===== config.mk =====
export PLATFORM = sky130hd
export DESIGN_NAME = uart_rx_fifo_param
export DESIGN_NICKNAME = d
export VERILOG_FILES = /design/src/rtl/uart_rx_fifo_param.sv
export SDC_FILE = /design/constraint.sdc
export NUM_CORES = 1
export LEC_CHECK = 0
export BUFFER_PORTS_ARGS = -buffer_cell sky130_fd_sc_hd__buf_2
export CORE_MARGIN = 3
export CORE_UTILIZATION = 29
export DETAILED_ROUTE_END_ITERATION = 10
export SYNTH_ARGS = -nofsm -noshare
export SYNTH_HDL_FRONTEND = slang
export SYNTH_SLANG_ARGS = --single-unit

===== constraint.sdc =====
create_clock -name clk -period 4.3 [get_ports clk]
set_input_delay 0.645 -clock clk [delete_from_list [all_inputs] [get_ports clk]]
set_output_delay 0.645 -clock clk [all_outputs]
set_load 0.01 [all_outputs]

===== src/rtl/uart_rx_fifo_param.sv =====
// Oversampled UART receiver with integrated first-word-fall-through receive FIFO,
// break detection, sticky overrun and character timeout. Optional feature macro: UART_RX_MAJORITY_EN.
module uart_rx_fifo_param #(
  parameter int unsigned OVS        = 16,
  parameter int unsigned DEPTH      = 16,
  parameter int unsigned TOUT_TICKS = 640
) (
  input  logic                   clk,
  input  logic                   rst,
  input  logic                   enable,
  input  logic                   srx_pad_i,
  input  logic [1:0]             cfg_bits,
  input  logic                   cfg_pe,
  input  logic                   cfg_ep,
  input  logic                   cfg_sp,
  input  logic                   rf_pop,
  input  logic                   ovr_clr,
  output logic [10:0]            rf_data_out,
  output logic [$clog2(DEPTH):0] rf_count,
  output logic                   rf_empty,
  output logic                   rf_error_bit,
  output logic                   rf_overrun,
  output logic                   rx_timeout
);
  localparam int unsigned TW = $clog2(OVS);
  localparam int unsigned AW = $clog2(DEPTH);
  localparam int unsigned CW = AW + 1;
  localparam int unsigned IW = $clog2(TOUT_TICKS + 1);

  typedef enum logic [2:0] {S_IDLE, S_START, S_DATA, S_PARITY, S_STOP, S_BRK_WAIT} state_e;

  logic          sync1_q, sync2_q;
  state_e        state_q, state_d;
  logic [TW-1:0] tcnt_q, tcnt_d;
  logic [2:0]    bidx_q, bidx_d;
  logic [7:0]    data_q, data_d;
  logic          par_q, par_d;
  logic [10:0]   mem_q [DEPTH];
  logic [AW-1:0] wptr_q, wptr_d, rptr_q, rptr_d;
  logic [CW-1:0] count_q, count_d, errcnt_q, errcnt_d;
  logic [10:0]   head_q, head_d;
  logic          empty_q, empty_d, errbit_q, errbit_d, ovr_q, ovr_d, tout_q, tout_d;
  logic [IW-1:0] icnt_q, icnt_d;

  logic        rx, cnt_st, samp_evt, samp_bit, push, do_push, do_pop;
  logic        brk, perr, ferr, xpar, head_err;
  logic [2:0]  last_idx;
  logic [10:0] wword;

  assign rx       = sync2_q;
  assign cnt_st   = (state_q == S_START) || (state_q == S_DATA) ||
                    (state_q == S_PARITY) || (state_q == S_STOP);
  assign last_idx = 3'(cfg_bits) + 3'd4;

`ifdef UART_RX_MAJORITY_EN
  // 2-of-3 vote over tcnt==1, tcnt==0 and the tick after; decision lands one tick late
  logic s1_q, s1_d, s0_q, s0_d, pend_q, pend_d;
  assign samp_evt = enable && cnt_st && pend_q;
  assign samp_bit = (s1_q & s0_q) | (s1_q & rx) | (s0_q & rx);
  always_comb begin
    s1_d   = s1_q;
    s0_d   = s0_q;
    pend_d = pend_q;
    if (enable) begin
      pend_d = cnt_st && (tcnt_q == '0);
      if (tcnt_q == TW'(1)) s1_d = rx;
      if (tcnt_q == '0)     s0_d = rx;
    end
  end
`else
  assign samp_evt = enable && cnt_st && (tcnt_q == '0);
  assign samp_bit = rx;
`endif

  assign xpar  = (^data_q) ^ par_q;
  assign perr  = cfg_pe && (cfg_sp ? (par_q == cfg_ep) : (xpar == cfg_ep));
  assign ferr  = ~samp_bit;
  assign brk   = (data_q == 8'd0) && (!cfg_pe || !par_q) && !samp_bit;
  assign wword = {data_q, brk, perr, ferr};

  // Receiver FSM; tick counter free-runs with period OVS once a frame has started
  always_comb begin
    state_d = state_q;
    tcnt_d  = tcnt_q;
    bidx_d  = bidx_q;
    data_d  = data_q;
    par_d   = par_q;
    push    = 1'b0;
    if (enable && cnt_st) tcnt_d = (tcnt_q == '0) ? TW'(OVS - 1) : tcnt_q - TW'(1);
    case (state_q)
      S_IDLE: if (enable && !rx) begin
        state_d = S_START;
        tcnt_d  = TW'(OVS / 2 - 1);
      end
      S_START: if (samp_evt) begin
        if (samp_bit) state_d = S_IDLE;
        else begin
          state_d = S_DATA;
          bidx_d  = 3'd0;
          data_d  = 8'd0;
        end
      end
      S_DATA: if (samp_evt) begin
        data_d[bidx_q] = samp_bit;
        if (bidx_q == last_idx) state_d = cfg_pe ? S_PARITY : S_STOP;
        else                    bidx_d  = bidx_q + 3'd1;
      end
      S_PARITY: if (samp_evt) begin
        par_d   = samp_bit;
        state_d = S_STOP;
      end
      S_STOP: if (samp_evt) begin
        push    = 1'b1;
        state_d = brk ? S_BRK_WAIT : S_IDLE;
      end
      S_BRK_WAIT: if (enable && rx) state_d = S_IDLE;
      default: state_d = S_IDLE;
    endcase
  end

  // FIFO bookkeeping; a pop on an empty FIFO is honoured only alongside a push
  always_comb begin
    do_pop   = rf_pop && ((count_q != '0) || push);
    do_push  = push && ((count_q != CW'(DEPTH)) || do_pop);
    wptr_d   = do_push ? wptr_q + AW'(1) : wptr_q;
    rptr_d   = do_pop  ? rptr_q + AW'(1) : rptr_q;
    count_d  = count_q + CW'(do_push) - CW'(do_pop);
    empty_d  = (count_d == '0);
    ovr_d    = (push && !do_push) ? 1'b1 : (ovr_clr ? 1'b0 : ovr_q);
    head_err = (count_q != '0) ? (|head_q[2:0]) : (|wword[2:0]);
    errcnt_d = errcnt_q + CW'(do_push && (|wword[2:0])) - CW'(do_pop && head_err);
    errbit_d = (errcnt_d != '0);
    if (count_d == '0)                        head_d = 11'd0;
    else if (do_push && (rptr_d == wptr_q))   head_d = wword;
    else                                      head_d = mem_q[rptr_d];
    icnt_d = icnt_q;
    if (push || do_pop || (count_q == '0))                                    icnt_d = '0;
    else if (enable && (state_q == S_IDLE) && (icnt_q != IW'(TOUT_TICKS)))    icnt_d = icnt_q + IW'(1);
    tout_d = (icnt_d == IW'(TOUT_TICKS));
  end

  always_ff @(posedge clk) begin
    if (rst) begin
      sync1_q  <= 1'b1;
      sync2_q  <= 1'b1;
      state_q  <= S_IDLE;
      tcnt_q   <= '0;
      bidx_q   <= 3'd0;
      data_q   <= 8'd0;
      par_q    <= 1'b0;
      wptr_q   <= '0;
      rptr_q   <= '0;
      count_q  <= '0;
      errcnt_q <= '0;
      head_q   <= 11'd0;
      empty_q  <= 1'b1;
      errbit_q <= 1'b0;
      ovr_q    <= 1'b0;
      icnt_q   <= '0;
      tout_q   <= 1'b0;
`ifdef UART_RX_MAJORITY_EN
      s1_q     <= 1'b1;
      s0_q     <= 1'b1;
      pend_q   <= 1'b0;
`endif
    end else begin
      sync1_q  <= srx_pad_i;
      sync2_q  <= sync1_q;
      state_q  <= state_d;
      tcnt_q   <= tcnt_d;
      bidx_q   <= bidx_d;
      data_q   <= data_d;
      par_q    <= par_d;
      wptr_q   <= wptr_d;
      rptr_q   <= rptr_d;
      count_q  <= count_d;
      errcnt_q <= errcnt_d;
      head_q   <= head_d;
      empty_q  <= empty_d;
      errbit_q <= errbit_d;
      ovr_q    <= ovr_d;
      icnt_q   <= icnt_d;
      tout_q   <= tout_d;
`ifdef UART_RX_MAJORITY_EN
      s1_q     <= s1_d;
      s0_q     <= s0_d;
      pend_q   <= pend_d;
`endif
    end
  end

  // Storage array is not reset; the pointers define what is valid
  always_ff @(posedge clk) begin
    if (do_push) mem_q[wptr_q] <= wword;
  end

  assign rf_data_out  = head_q;
  assign rf_count     = count_q;
  assign rf_empty     = empty_q;
  assign rf_error_bit = errbit_q;
  assign rf_overrun   = ovr_q;
  assign rx_timeout   = tout_q;
endmodule


-- After elaboration in Yosys (flattened, before gate mapping)
Memory sizes are Yosys's and may differ from the RTL's. A register that Yosys moved wholly into a read port is not among the register bits.
Cells that the tools add are included.
- add/subtract/negate cells: 10
- magnitude comparators: 2
- eq/ne operators: 20
- multiplexer cells: 38
- bitwise gates (word level): 2
- reduce and logical (&&, ||, !) cells: 44
- operators by type and width (cell ; number):
    3-bit 2-to-1 mux ; 13
    8-bit 2-to-1 mux ; 3
    10-bit 2-to-1 mux ; 2
    4-bit 2-to-1 mux ; 5
    3-bit case mux with 6 select lines ; 1
    2-bit != test, second input constant ; 8
    8-bit case mux with 2 select lines ; 1
    1-bit logical AND ; 15
    10-bit by 1-bit adder with 10-bit output, second input constant ; 1
    5-bit by 1-bit adder with 5-bit output ; 2
    10-bit equality test, second input constant ; 1
    5-bit zero test ; 2
    10-bit != test, second input constant ; 1
    5-bit nonzero test ; 2
    5-bit by 1-bit subtractor with 5-bit output ; 2
    1-bit 2-to-1 mux ; 9
    4-bit by 1-bit adder with 4-bit output, second input constant ; 2
    8-bit bitwise mux ; 1
    8-bit zero test ; 1
    1-bit logical OR ; 8
    8-bit parity ; 1
    7-bit AND reduction ; 1
    3-bit by 2-bit equality test with 1-bit output, second input constant ; 2
    3-bit equality test, second input constant ; 2
    other kinds (24) ; 30
- flip-flop bits (word level): 53
- memory bits (writable): 176
- bits of input ports: 11
- output and inout bits: 20
- word-level logic and storage cells: 133
- memories: 1
- memories (memory ; words ; width ; rd ports ; clocked after Yosys merged registers in ; write ports ; line ; RTL):
    mem_q ; 16 ; 11 ; 1 ; 1 ; 1 ; 38 ; logic [10:0] mem_q [DEPTH];

-- Depth between registers and ports, before layout
Gate-level depths: netlist of the first run.
- depth after elaboration: 16
- depth in mapped cells: 20
- depth with buffers taken out: 17

-- Least setup slack after synthesis of the first run
OpenSTA, ideal clock, no wires.
- path type: register -> register
- start: register count_q[3] (netlist: rf_count[3])
- end: register head_q[3] (netlist: rf_data_out[3]) (read register of mem_q)
- library setup time: 0.117 ns
- data arrival time: 4.005 ns
- data required time: 4.183 ns
- slack: 0.178 ns
- stages on the path, launching flop included: 21
- path buffers: 4
- period minus slack after synthesis: 4.122 ns
- cells stage by stage: dfxtp_1 > inv_1 > ha_1 > or4b_1 > buf_2 > a22oi_4 > inv_4 > buf_2 > clkbuf_1 > ha_1 > inv_1 > ha_1 > fa_1 > a21oi_1 > o21bai_1 > xnor2_1 > a31o_2 > a31o_1 > clkbuf_1 > a31oi_1 > a22o_1
- cells in the longest elaborated chain, start to end: 9
- elaborated cells on any way between the ends: 11
- RTL lines (element ; line ; RTL):
    start: declaration ; 40 ; logic [CW-1:0] count_q, count_d, errcnt_q, errcnt_d;
    start signal: assignment ; 176 ; count_q <= count_d;
    5-bit nonzero test ; 123 ; do_pop = rf_pop && ((count_q != '0) || push);
    1-bit logical OR ; 123 ;
    1-bit logical AND ; 123 ;
    1-bit logical OR ; 124 ; do_push = push && ((count_q != CW'(DEPTH)) || do_pop);
    1-bit logical AND ; 124 ;
    5-bit by 1-bit adder with 5-bit output ; 127 ; count_d = count_q + CW'(do_push) - CW'(do_pop);
    5-bit by 1-bit subtractor with 5-bit output ; 127 ;
    5-bit zero test ; 133 ; if (count_d == '0) head_d = 11'd0;
    2-bit OR reduction (no source line) ; - ;
    end: declaration ; 41 ; logic [10:0] head_q, head_d;
Several ways; a longest one is shown, not always the timed one.
A chain may end at the register's enable or synchronous reset.

-- Final worst setup path of the first run
Same ends and word-level chain as after synthesis.

==> impl_metrics.csv, run 1 <==
group,metric,value,unit
outcome,outcome,"completed",
sta,totalNegativeSetupSlack,0,ns
sta,drv_slew,0,
yosys,syn_area_per_cell,12.7,µm²
yosys,synth_nets,934,
route,detail-route-antenna-nets,0,
critical_path,reg_to_reg_start,"rf_count[3]",
cts,cts-root-to-sink-buffers,3,
placed_design,gp_congestion,0.782,
cts,cts_max_level,1,
yosys,seq_area_frac_synth,57.9,%
critical_path,critical_path.most_common_cell,"sky130_fd_sc_hd__ha_1",
floorplan,io-pin-count,31,
yosys,synth-compound-area-share,8.66,%
critical_path,timing.rr.end,"rf_data_out[3]",
critical_path,timing.critical_path.from_type,"register",
worst_hold_path,min-delay-path-class,"in -> reg",
route,drt-initial-drc-count,656,
critical_path,path_max_fanout,9,
power_and_ir_drop,p_int,4820,µW
power_and_ir_drop,power.clock.fraction,32.3,%
yosys,combinational_family_with_the_most_area_after_synthesis,"simple AND/OR/NAND/NOR gates",
yosys,yosys_most_used_dff,"sky130_fd_sc_hd__edfxtp_1",
power_and_ir_drop,fraction_of_power_spent_switching_nets,31.4,%
critical_path,cp.buffers_inverters,3,
cts,cts.clk_slew.worst_paths,0.06,ns
placed_design,place_hpwl,18200,µm
power_and_ir_drop,pwr-share-comb,29.3,%
cts,tritoncts_clock_tree,"done",
yosys,synth_cell_types,74,
grt,globalRoute.totalOverflow,0,
sta,timing.slew.headroom,43.0,%
critical_path,critPathCapture,"rf_data_out[3]",
cts,clk-insertion-delay-late,0.53,ns
route,routed_wl,27200,µm
sta,fmax,251,MHz
cts,tritoncts_sinks,240,
yosys,synth-xor-area-share,2.71,%
cts,post_cts_hold_buffer_count,0,
floorplan,placeableCoreArea,38100,µm²
power_and_ir_drop,netSwitchingPower,2210,µW
yosys,ys.warnings.count,0,
grt,grt_first_pass_wirelength,42600,µm
yosys,number_of_enable_flip_flop_cells_after_synthesis,176,
critical_path,worst-path-stages,16,
sta,grt_setup_unrepaired,"false",
critical_path,timing.critical_path.max_delay_family,"compound AO/OA/AOI/OAI gates",
cts,quantity_of_gates_resized_following_cts,0,
yosys,post_synth_inst_count,896,
critical_path,critical_path.slowest_cell,"sky130_fd_sc_hd__or4b_1",
yosys,yosys_register_bits,240,
floorplan,num_rows,71,
grt,number_of_antenna_violations_at_the_first_check_in_global_routing,2,
sta,actual_transition_at_the_worst_max_transition_pin,0.847,ns
cells_and_area,layout_cell_share_with_drive_strength_beyond_1,19.4,%
floorplan,initial_core_util,29.8,%
critical_path,required_time_of_the_critical_path,4.72,ns
grt,grt_usage,13.0,%
power_and_ir_drop,leakagePower,0.00455,µW
grt,via_count_of_the_first_global_routing_pass,7260,
critical_path,timing.critical_path.slowest_cell_delay,0.61,ns
cells_and_area,n_fill_cell,3694,
route,remaining_drc_errors,0,
critical_path,critical_path_arrival,4.41,ns
sta,fin_skew,0.0109,ns
route,avgViaCountPerCell,5.06,
yosys,async_reset_ff_share,0,%
sta,timing.final.hold_violations,0,
critical_path,crit_path_start,"rf_count[3]",
cells_and_area,diodes,0,
route,first_pass_iters,5,
floorplan,die_width,204,µm
route,wl_per_cell,18.4,µm
floorplan,fp.dieArea,41500,µm²
grt,grt_max_degree,46,
yosys,synthesized_area_fraction_occupied_by_adder_cells,3.11,%
cells_and_area,layout.area.seq,6570,µm²
yosys,yosys.area_share.simple,12.6,%
critical_path,reg2regPathDepth,16,
cells_and_area,areaGrowthSynthToFinish,15.7,%
sta,post-route-period-util,92.7,%
critical_path,critical_path.endpoint_type,"register",
cells_and_area,multiInputGateArea,4440,µm²
placed_design,portBuffers,30,
cells_and_area,postLayoutCoreUtil,34.4,%
sta,finalCriticalPeriod,3.98,ns
route,via_count,7475,
yosys,muxShareOfSynthArea,11.9,%
critical_path,worst-r2r-setup-slack,0.32,ns
power_and_ir_drop,p_seq_share,38.4,%
cts,root_buffer_master,"sky130_fd_sc_hd__clkbuf_16",
sta,setup_violations,0,
yosys,synth.cell_area,11300,µm²
cts,clock_buffer_count_from_cts,25,
critical_path,worstSetupPathType,"reg -> reg",
cts,cts_setup_buffers,0,
floorplan,chipHeight,204,µm
sta,hold_slack,0.298,ns
critical_path,crit_chain,"inv_1 -> ha_1 -> or4b_1 -> a22oi_4 -> inv_4 -> ha_1 -> inv_1 -> ha_1 -> fa_1 -> a21oi_1 -> o21bai_1 -> xnor2_1 -> a31o_2 -> a31o_1 -> a31oi_1 -> a22o_1",
power_and_ir_drop,power.density,536,nW/µm²
cells_and_area,final_net_count,984,
job,number_of_violations_of_the_max_capacitance_limit,0,
power_and_ir_drop,max-vdd-ir-drop,245,µV
## state kept, by name, indices dropped and copies added (netlist names)
signal / flops
rx_timeout: 1
state_q: 3
mem_q: 176
bidx_q: 3
par_q: 1
rx: 1
rf_data_out: 11
errcnt_q: 5
rf_count: 5
sync1_q: 1
tcnt_q: 4
wptr_q: 4
rf_empty: 1
rf_error_bit: 1
data_q: 8
rf_overrun: 1
rptr_q: 4
icnt_q: 10
## area by class of cell
class                           count  area share [%]
Sequential cell                   240            50.1
Multi-Input combinational cell    569            33.8
Clock buffer                       29            4.88
Tap cell                          511            4.87
Timing Repair Buffer               72            3.55
Clock inverter                     17            1.70
Inverter                           38            1.11
## how the worst min path moves through the flow
stage,from,to,slack (ns),depth (start not counted)
2_1_floorplan,sync1_q,rx,0.39,1
3_3_place_gp,sync1_q,rx,0.40,1
3_5_place_dp,sync1_q,rx,0.41,1
4_1_cts,srx_pad_i,sync1_q,0.29,2
5_1_grt,srx_pad_i,sync1_q,0.30,2
6_report,srx_pad_i,sync1_q,0.30,2
## Yosys cell counts, types with 9 or more instances
cell type | instances | area share [%]
sky130_fd_sc_hd__nor3_1 | 30 | 1.3
sky130_fd_sc_hd__clkbuf_1 | 28 | 0.93
sky130_fd_sc_hd__nor2_1 | 110 | 3.6
sky130_fd_sc_hd__dfxtp_1 | 64 | 11
sky130_fd_sc_hd__xor2_1 | 13 | 1.0
sky130_fd_sc_hd__o21ai_0 | 9 | 0.40
sky130_fd_sc_hd__ha_1 | 25 | 2.8
sky130_fd_sc_hd__mux2_2 | 13 | 1.3
sky130_fd_sc_hd__edfxtp_1 | 176 | 47
sky130_fd_sc_hd__xnor2_1 | 19 | 1.5
sky130_fd_sc_hd__a21oi_1 | 21 | 0.93
sky130_fd_sc_hd__nand3_1 | 15 | 0.66
sky130_fd_sc_hd__mux2i_1 | 39 | 3.4
sky130_fd_sc_hd__o221ai_1 | 10 | 0.77
sky130_fd_sc_hd__buf_2 | 15 | 0.66
sky130_fd_sc_hd__mux4_2 | 35 | 7.0
sky130_fd_sc_hd__a211oi_1 | 14 | 0.93
sky130_fd_sc_hd__inv_1 | 36 | 1.2
sky130_fd_sc_hd__nand2_1 | 55 | 1.8
sky130_fd_sc_hd__nor2b_1 | 9 | 0.50
sky130_fd_sc_hd__o22ai_1 | 14 | 0.77
## power by group through the flow
| stage | clock network [µW] | logic, µW | registers, µW |
|---|---|---|---|
| after floorplan | 0 | 1520 | 2710 |
| after global placement | 0 | 2030 | 2750 |
| after detailed placement | 0 | 2070 | 2750 |
| after CTS | 2310 | 2070 | 2700 |
| after global routing | 2400 | 2280 | 2710 |
| final | 2270 | 2060 | 2700 |
## cells by family after synthesis
family	Yosys count
buffers and inverters	87
xor gates and xnor gates	33
and+or+nand+nor	290
DFF	240
adders and majority gates	27
AOI/OAI and AO/OA	131
muxes	88
## per-stage QoR
| step | area, µm² | setup WS [ns] | std cells | power, µW |
|---|---|---|---|---|
| after floorplan | 11300 | 0.178 | 896 | 4230 |
| after global placement | 12300 | 0.372 | 1430 | 4780 |
| after detailed placement | 12300 | 0.204 | 1430 | 4820 |
| after CTS | 13100 | 0.295 | 1476 | 7080 |
| after global routing | 13100 | 0.0545 | 1476 | 7390 |
| final | 13100 | 0.315 | 1476 | 7030 |
## per-layer routing
| layer | share of wire [%] | global-route usage (%) | up-vias |
|---|---|---|---|
| met2 | 46 | 20.9 | 215 |
| met3 | 5.7 | 1.79 | 37 |
| met4 | 1.8 | 2.36 | 0 |
| met1 | 47 | 19.1 | 3734 |
| li1 | - | - | 3489 |
| met5 | 0 | 0 | - |
## placed cells by master, fill, tap and decap left out, types with 9 or more instances in the layout
| cell | instances |
|---|---|
| sky130_fd_sc_hd__o221ai_1 | 10 |
| sky130_fd_sc_hd__nand2_1 | 55 |
| sky130_fd_sc_hd__nor2b_1 | 9 |
| sky130_fd_sc_hd__mux2i_1 | 39 |
| sky130_fd_sc_hd__buf_4 | 42 |
| sky130_fd_sc_hd__o21ai_0 | 9 |
| sky130_fd_sc_hd__o22ai_1 | 14 |
| sky130_fd_sc_hd__ha_1 | 25 |
| sky130_fd_sc_hd__a211oi_1 | 14 |
| sky130_fd_sc_hd__nor3_1 | 26 |
| sky130_fd_sc_hd__inv_1 | 36 |
| sky130_fd_sc_hd__mux2_2 | 13 |
| sky130_fd_sc_hd__nand3_1 | 15 |
| sky130_fd_sc_hd__edfxtp_1 | 176 |
| sky130_fd_sc_hd__buf_2 | 30 |
| sky130_fd_sc_hd__clkbuf_16 | 25 |
| sky130_fd_sc_hd__xor2_1 | 13 |
| sky130_fd_sc_hd__dfxtp_1 | 62 |
| sky130_fd_sc_hd__nor2_1 | 110 |
| sky130_fd_sc_hd__a21oi_1 | 21 |
| sky130_fd_sc_hd__xnor2_1 | 19 |
| sky130_fd_sc_hd__mux4_2 | 35 |
No activity file was read; power rests on OpenSTA's default activity.
==> run 2, diff against run 1 <==
CORE_UTILIZATION = 52   (was 29)
PLACE_DENSITY = 0.71   (was not set)
REMOVE_ABC_BUFFERS = 1   (was not set)
==> run 2 against run 1 <==
Critical path depth stayed put. Cell area decreased by 2.9%. Power decreased by 4.2%. Clock skew is 0.0039 ns higher. Combinational power about the same. Non-clock buffer count is 3 lower. Flip-flop and latch count unchanged. Fmax increased by 0.80%. Cell count down 16%. Hold slack improved by 0.021 ns. Critical endpoint unchanged. Largest cell class unchanged.
==> impl_metrics.csv, run 2 (synthesized netlist as in run 1, its figures left out) <==
group,metric,value,unit
critical_path,critical_path.endpoint_type,"register",
sta,setup_violations,0,
critical_path,timing.critical_path.slowest_cell_delay,0.60,ns
critical_path,path_max_fanout,9,
cells_and_area,layout_commonest_cell,"sky130_fd_sc_hd__edfxtp_1",
critical_path,critical_path.most_common_cell,"sky130_fd_sc_hd__ha_1",
worst_hold_path,hold-path-endpoint,"sync1_q",
floorplan,placeableCoreArea,21200,µm²
route,drt-initial-drc-count,593,
cells_and_area,post_layout_nonfiller_instances,1236,
sta,grt_setup_unrepaired,"false",
job,number_of_violations_of_the_max_capacitance_limit,0,
sta,timing.slew.headroom,29.1,%
placed_design,gp_congestion,0.825,
placed_design,portBuffers,30,
power_and_ir_drop,max-vdd-ir-drop,535,µV
placed_design,place_area,12000,µm²
critical_path,reg_to_reg_start,"rf_count[3]",
floorplan,die_width,154,µm
sta,drv_slew,0,
cts,clk-insertion-delay-late,0.51,ns
cts,root_buffer_master,"sky130_fd_sc_hd__clkbuf_16",
worst_hold_path,hold_depth,2,
cells_and_area,registers.top_by_ff_count,"mem_q",
critical_path,reg2regPathDepth,16,
cts,cts-root-to-sink-buffers,3,
critical_path,critical_path.slowest_cell,"sky130_fd_sc_hd__or4b_1",
route,routed_wl,25600,µm
worst_hold_path,min-delay-path-class,"in -> reg",
grt,number_of_antenna_violations_at_the_first_check_in_global_routing,0,
cts,cts_max_level,1,
cts,clock_buffer_count_from_cts,25,
critical_path,required_time_of_the_critical_path,4.70,ns
grt,grt_first_pass_wirelength,40400,µm
outcome,outcome,"completed",
critical_path,timing.rr.end,"rf_data_out[3]",
critical_path,worstSetupPathType,"reg -> reg",
sta,hold_slack,0.320,ns
cells_and_area,layout.cell_area.non_filler,12700,µm²
worst_hold_path,worst_hold_start,"srx_pad_i",
route,remaining_drc_errors,0,
floorplan,initial_core_util,53.4,%
critical_path,crit_chain,"inv_1 -> ha_1 -> or4b_1 -> a22oi_4 -> inv_4 -> ha_1 -> inv_1 -> ha_1 -> fa_1 -> a21oi_1 -> o21bai_1 -> xnor2_1 -> a31o_2 -> a31o_1 -> a31oi_1 -> a22o_1",
floorplan,chipHeight,154,µm
grt,grt_usage,21.6,%
grt,via_count_of_the_first_global_routing_pass,7236,
sta,fmax,253,MHz
grt,globalRoute.totalOverflow,0,
cells_and_area,n_fill_cell,1671,
cells_and_area,areaGrowthSynthToFinish,12.3,%
cells_and_area,layout_common_cells,"sky130_fd_sc_hd__edfxtp_1, sky130_fd_sc_hd__nor2_1, sky130_fd_sc_hd__dfxtp_1",
cts,cts.clk_slew.worst_paths,0.06,ns
grt,grt_max_degree,56,
route,detail-route-antenna-nets,0,
sta,finalCriticalPeriod,3.95,ns
critical_path,crit_path_start,"rf_count[3]",
route,avgViaCountPerCell,6.01,
cells_and_area,layout_cell_share_with_drive_strength_beyond_1,18.9,%
sta,timing.final.hold_violations,0,
critical_path,worst-r2r-setup-slack,0.35,ns
power_and_ir_drop,leakagePower,0.00450,µW
sta,actual_transition_at_the_worst_max_transition_pin,1.06,ns
floorplan,fp.dieArea,23600,µm²
cells_and_area,number_of_flip_flops_in_the_largest_register,176,
cts,post_cts_hold_buffer_count,0,
route,via_count,7423,
critical_path,cp.buffers_inverters,3,
cts,quantity_of_gates_resized_following_cts,0,
placed_design,place_hpwl,16600,µm
cells_and_area,diodes,0,
placed_design,dp_cells,1191,
critical_path,timing.critical_path.max_delay_family,"compound AO/OA/AOI/OAI gates",
cts,tritoncts_sinks,240,
sta,post-route-period-util,91.9,%
cts,cts_setup_buffers,0,
power_and_ir_drop,power.density,529,nW/µm²
critical_path,critical_path_arrival,4.36,ns
critical_path,timing.critical_path.from_type,"register",
floorplan,io-pin-count,31,
cts,tritoncts_clock_tree,"done",
route,wl_per_cell,20.7,µm
route,first_pass_iters,5,
sta,fin_skew,0.0148,ns
cells_and_area,final_net_count,981,
floorplan,num_rows,53,
## run 2: where the power goes
| group | switching, µW | internal, µW | leakage (µW) |
|---|---|---|---|
| logic | 1190 | 868 | 0.00190 |
| clock network | 832 | 1180 | 0.000375 |
| registers | 97.3 | 2570 | 0.00223 |
| total | 2120 | 4620 | 0.00450 |
## run 2: worst max-delay path by stage
| stage | slack, ns | end | depth (start not counted) |
|---|---|---|---|
| 2_1_floorplan | -1.53 | rf_data_out[0] | 8 |
| 3_3_place_gp | 0.36 | rf_data_out[3] | 15 |
| 3_5_place_dp | 0.24 | rf_data_out[3] | 15 |
| 4_1_cts | 0.38 | rf_data_out[3] | 16 |
| 5_1_grt | 0.11 | rf_data_out[3] | 16 |
| 6_report | 0.35 | rf_data_out[3] | 16 |
## run 2: routing by layer
| layer | wire [µm] | global-route usage (%) | vias up |
|---|---|---|---|
| li1 | - | - | 3476 |
| met1 | 11200 | 31.4 | 3654 |
| met2 | 12000 | 33.4 | 247 |
| met3 | 1890 | 4.02 | 46 |
| met4 | 606 | 6.85 | 0 |
| met5 | 0 | 0 | - |
## run 2: stage by stage
stage | power [µW] | setup slack, ns | setup TNS (ns) | utilization (%)
floorplan | 4190 | -1.53 | -15.46 | -
global placement | 4730 | 0.360 | 0 | 56.4
detailed placement | 4760 | 0.238 | 0 | 56.4
CTS | 6770 | 0.377 | 0 | 60.0
global route | 7090 | 0.106 | 0 | 60.0
finish | 6740 | 0.347 | 0 | 60.0
## run 2: final cells by class
| class | instances | area (µm²) | area share (%) |
|---|---|---|---|
| repair buffers | 69 | 468 | 3.67 |
| flip-flops and latches | 240 | 6570 | 51.6 |
| multi-input cells | 569 | 4440 | 34.9 |
| well taps | 275 | 344 | 2.70 |
| clock buffers | 34 | 689 | 5.41 |
| inverters | 38 | 145 | 1.14 |
| clock inverters | 11 | 80.1 | 0.629 |
==> run 3, diff against run 2 <==
CTS_BUF_LIST = sky130_fd_sc_hd__clkbuf_2 sky130_fd_sc_hd__clkbuf_4 sky130_fd_sc_hd__clkbuf_8   (was not set)
CTS_CLUSTER_SIZE = 30   (was not set)
==> run 3 against run 2 <==
Combinational power about the same. Largest power group unchanged. Critical endpoint unchanged. Clock skew up 0.019 ns. Cell area up 0.48%. Setup slack better by 0.032 ns. Fmax up 0.81%. Sequential power about the same. Routed wire length up 1.7%. Clock power up 2%. First-iteration DRC count up 13%. Register-to-register slack better by 0.03 ns. Via count up 1.2%.
==> impl_metrics.csv, run 3 (synthesized netlist as in run 1, its figures left out) <==
group,metric,value,unit
outcome,outcome,"completed",
floorplan,initial_core_util,53.4,%
sta,fmax,255,MHz
critical_path,worstSetupPathType,"reg -> reg",
critical_path,path_max_fanout,9,
cells_and_area,number_of_flip_flops_in_the_largest_register,176,
sta,setup_violations,0,
floorplan,io-pin-count,31,
sta,post-route-period-util,91.2,%
route,routed_wl,26100,µm
cells_and_area,layout.cell_area.non_filler,12800,µm²
cts,cts-root-to-sink-buffers,3,
cts,quantity_of_gates_resized_following_cts,0,
cts,root_buffer_master,"sky130_fd_sc_hd__clkbuf_8",
cells_and_area,registers.top_by_ff_count,"mem_q",
critical_path,critical_path_arrival,4.37,ns
sta,drv_slew,0,
floorplan,fp.dieArea,23600,µm²
route,first_pass_iters,5,
cells_and_area,layout_commonest_cell,"sky130_fd_sc_hd__edfxtp_1",
cts,cts_setup_buffers,0,
grt,grt_first_pass_wirelength,41200,µm
cells_and_area,layout_cell_share_with_drive_strength_beyond_1,21.8,%
cts,tritoncts_sinks,240,
grt,number_of_antenna_violations_at_the_first_check_in_global_routing,0,
cells_and_area,diodes,0,
critical_path,required_time_of_the_critical_path,4.75,ns
power_and_ir_drop,power.density,530,nW/µm²
power_and_ir_drop,leakagePower,0.00456,µW
placed_design,pre_cts_slack,0.238,ns
power_and_ir_drop,max-vdd-ir-drop,593,µV
cells_and_area,layout_common_cells,"sky130_fd_sc_hd__edfxtp_1, sky130_fd_sc_hd__nor2_1, sky130_fd_sc_hd__dfxtp_1",
route,wl_per_cell,20.7,µm
cts,cts_max_level,2,
sta,setup_ws,0.379,ns
floorplan,num_rows,53,
grt,globalRoute.totalOverflow,0,
grt,grt_max_degree,56,
sta,finalCriticalPeriod,3.92,ns
placed_design,place_area,12000,µm²
sta,grt_setup_unrepaired,"false",
cells_and_area,areaGrowthSynthToFinish,12.8,%
floorplan,die_width,154,µm
critical_path,timing.critical_path.from_type,"register",
cells_and_area,final_net_count,996,
cells_and_area,postLayoutCoreUtil,60.3,%
sta,actual_transition_at_the_worst_max_transition_pin,1.02,ns
route,detail-route-antenna-nets,0,
floorplan,chipHeight,154,µm
cells_and_area,n_fill_cell,1667,
route,remaining_drc_errors,0,
grt,grt_usage,22.2,%
cts,clk-insertion-delay-late,0.55,ns
route,avgViaCountPerCell,5.95,
placed_design,portBuffers,30,
cts,post_cts_hold_buffer_count,0,
grt,via_count_of_the_first_global_routing_pass,7404,
placed_design,gp_congestion,0.825,
route,via_count,7509,
placed_design,place_hpwl,16600,µm
critical_path,critical_path.endpoint_type,"register",
cts,clock_buffer_count_from_cts,40,
cts,cts.clk_slew.worst_paths,0.06,ns
sta,fin_skew,0.0341,ns
route,drt-initial-drc-count,669,
floorplan,placeableCoreArea,21200,µm²
worst_hold_path,min-delay-path-class,"in -> reg",
sta,timing.final.hold_violations,0,
cts,tritoncts_clock_tree,"done",
sta,timing.slew.headroom,32.1,%
job,number_of_violations_of_the_max_capacitance_limit,0,
[run 3: worst paths after layout]
kind | depth (start not counted) | to | slack [ns] | startpoint
hold reg to reg | 1 | rx | 0.41 | sync1_q
setup reg to reg | 16 | rf_data_out[3] | 0.38 | rf_count[3]
setup / recovery | 16 | rf_data_out[3] | 0.38 | rf_count[3]
hold / removal | 2 | sync1_q | 0.29 | srx_pad_i
[run 3: per-stage QoR]
| stage | setup TNS (ns) | total power, µW | instances | hold WS (ns) |
|---|---|---|---|---|
| 3_5_place_dp | 0 | 4760 | 1191 | 0.394 |
| 6_report | 0 | 6780 | 1261 | 0.292 |
| 4_1_cts | 0 | 6820 | 1261 | 0.260 |
| 3_3_place_gp | 0 | 4730 | 1191 | 0.395 |
| 5_1_grt | 0 | 7150 | 1261 | 0.277 |
| 2_1_floorplan | -15.46 | 4190 | 847 | 0.389 |
[run 3: layout make-up]
class                      count  area, µm²  area share, %
inverter                      38        145           1.13
multi-input combinational    569       4440           34.7
tap                          275        344           2.69
clock inverter                11       93.8          0.733
timing repair buffer          69        468           3.66
clock buffer                  59        737           5.76
sequential                   240       6570           51.3
[run 3: power by group]
| group | switching [µW] | internal (µW) |
|---|---|---|
| registers | 97.1 | 2580 |
| clock network | 888 | 1160 |
| logic | 1190 | 868 |
| total | 2170 | 4610 |
[run 3: layer usage]
metal	up-vias	wire (µm)	GRT usage, %
met1	3670	11200	32.2
met5	-	0	0.621
met2	282	12200	33.5
li1	3505	-	-
met3	52	1960	4.17
met4	0	773	8.92
[run 3: critical path, cell delays in order, from the launching register on]
cell and delay, ns:
sky130_fd_sc_hd__dfxtp_1 0.33, sky130_fd_sc_hd__inv_1 0.08, sky130_fd_sc_hd__ha_1 0.17, sky130_fd_sc_hd__or4b_1 0.61, sky130_fd_sc_hd__a22oi_4 0.28, sky130_fd_sc_hd__inv_4 0.04, sky130_fd_sc_hd__ha_1 0.26, sky130_fd_sc_hd__inv_1 0.04
sky130_fd_sc_hd__ha_1 0.20, sky130_fd_sc_hd__fa_1 0.41, sky130_fd_sc_hd__a21oi_1 0.16, sky130_fd_sc_hd__o21bai_1 0.09, sky130_fd_sc_hd__xnor2_1 0.20, sky130_fd_sc_hd__a31o_2 0.28, sky130_fd_sc_hd__a31o_1 0.36, sky130_fd_sc_hd__a31oi_1 0.07
sky130_fd_sc_hd__a22o_1 0.24
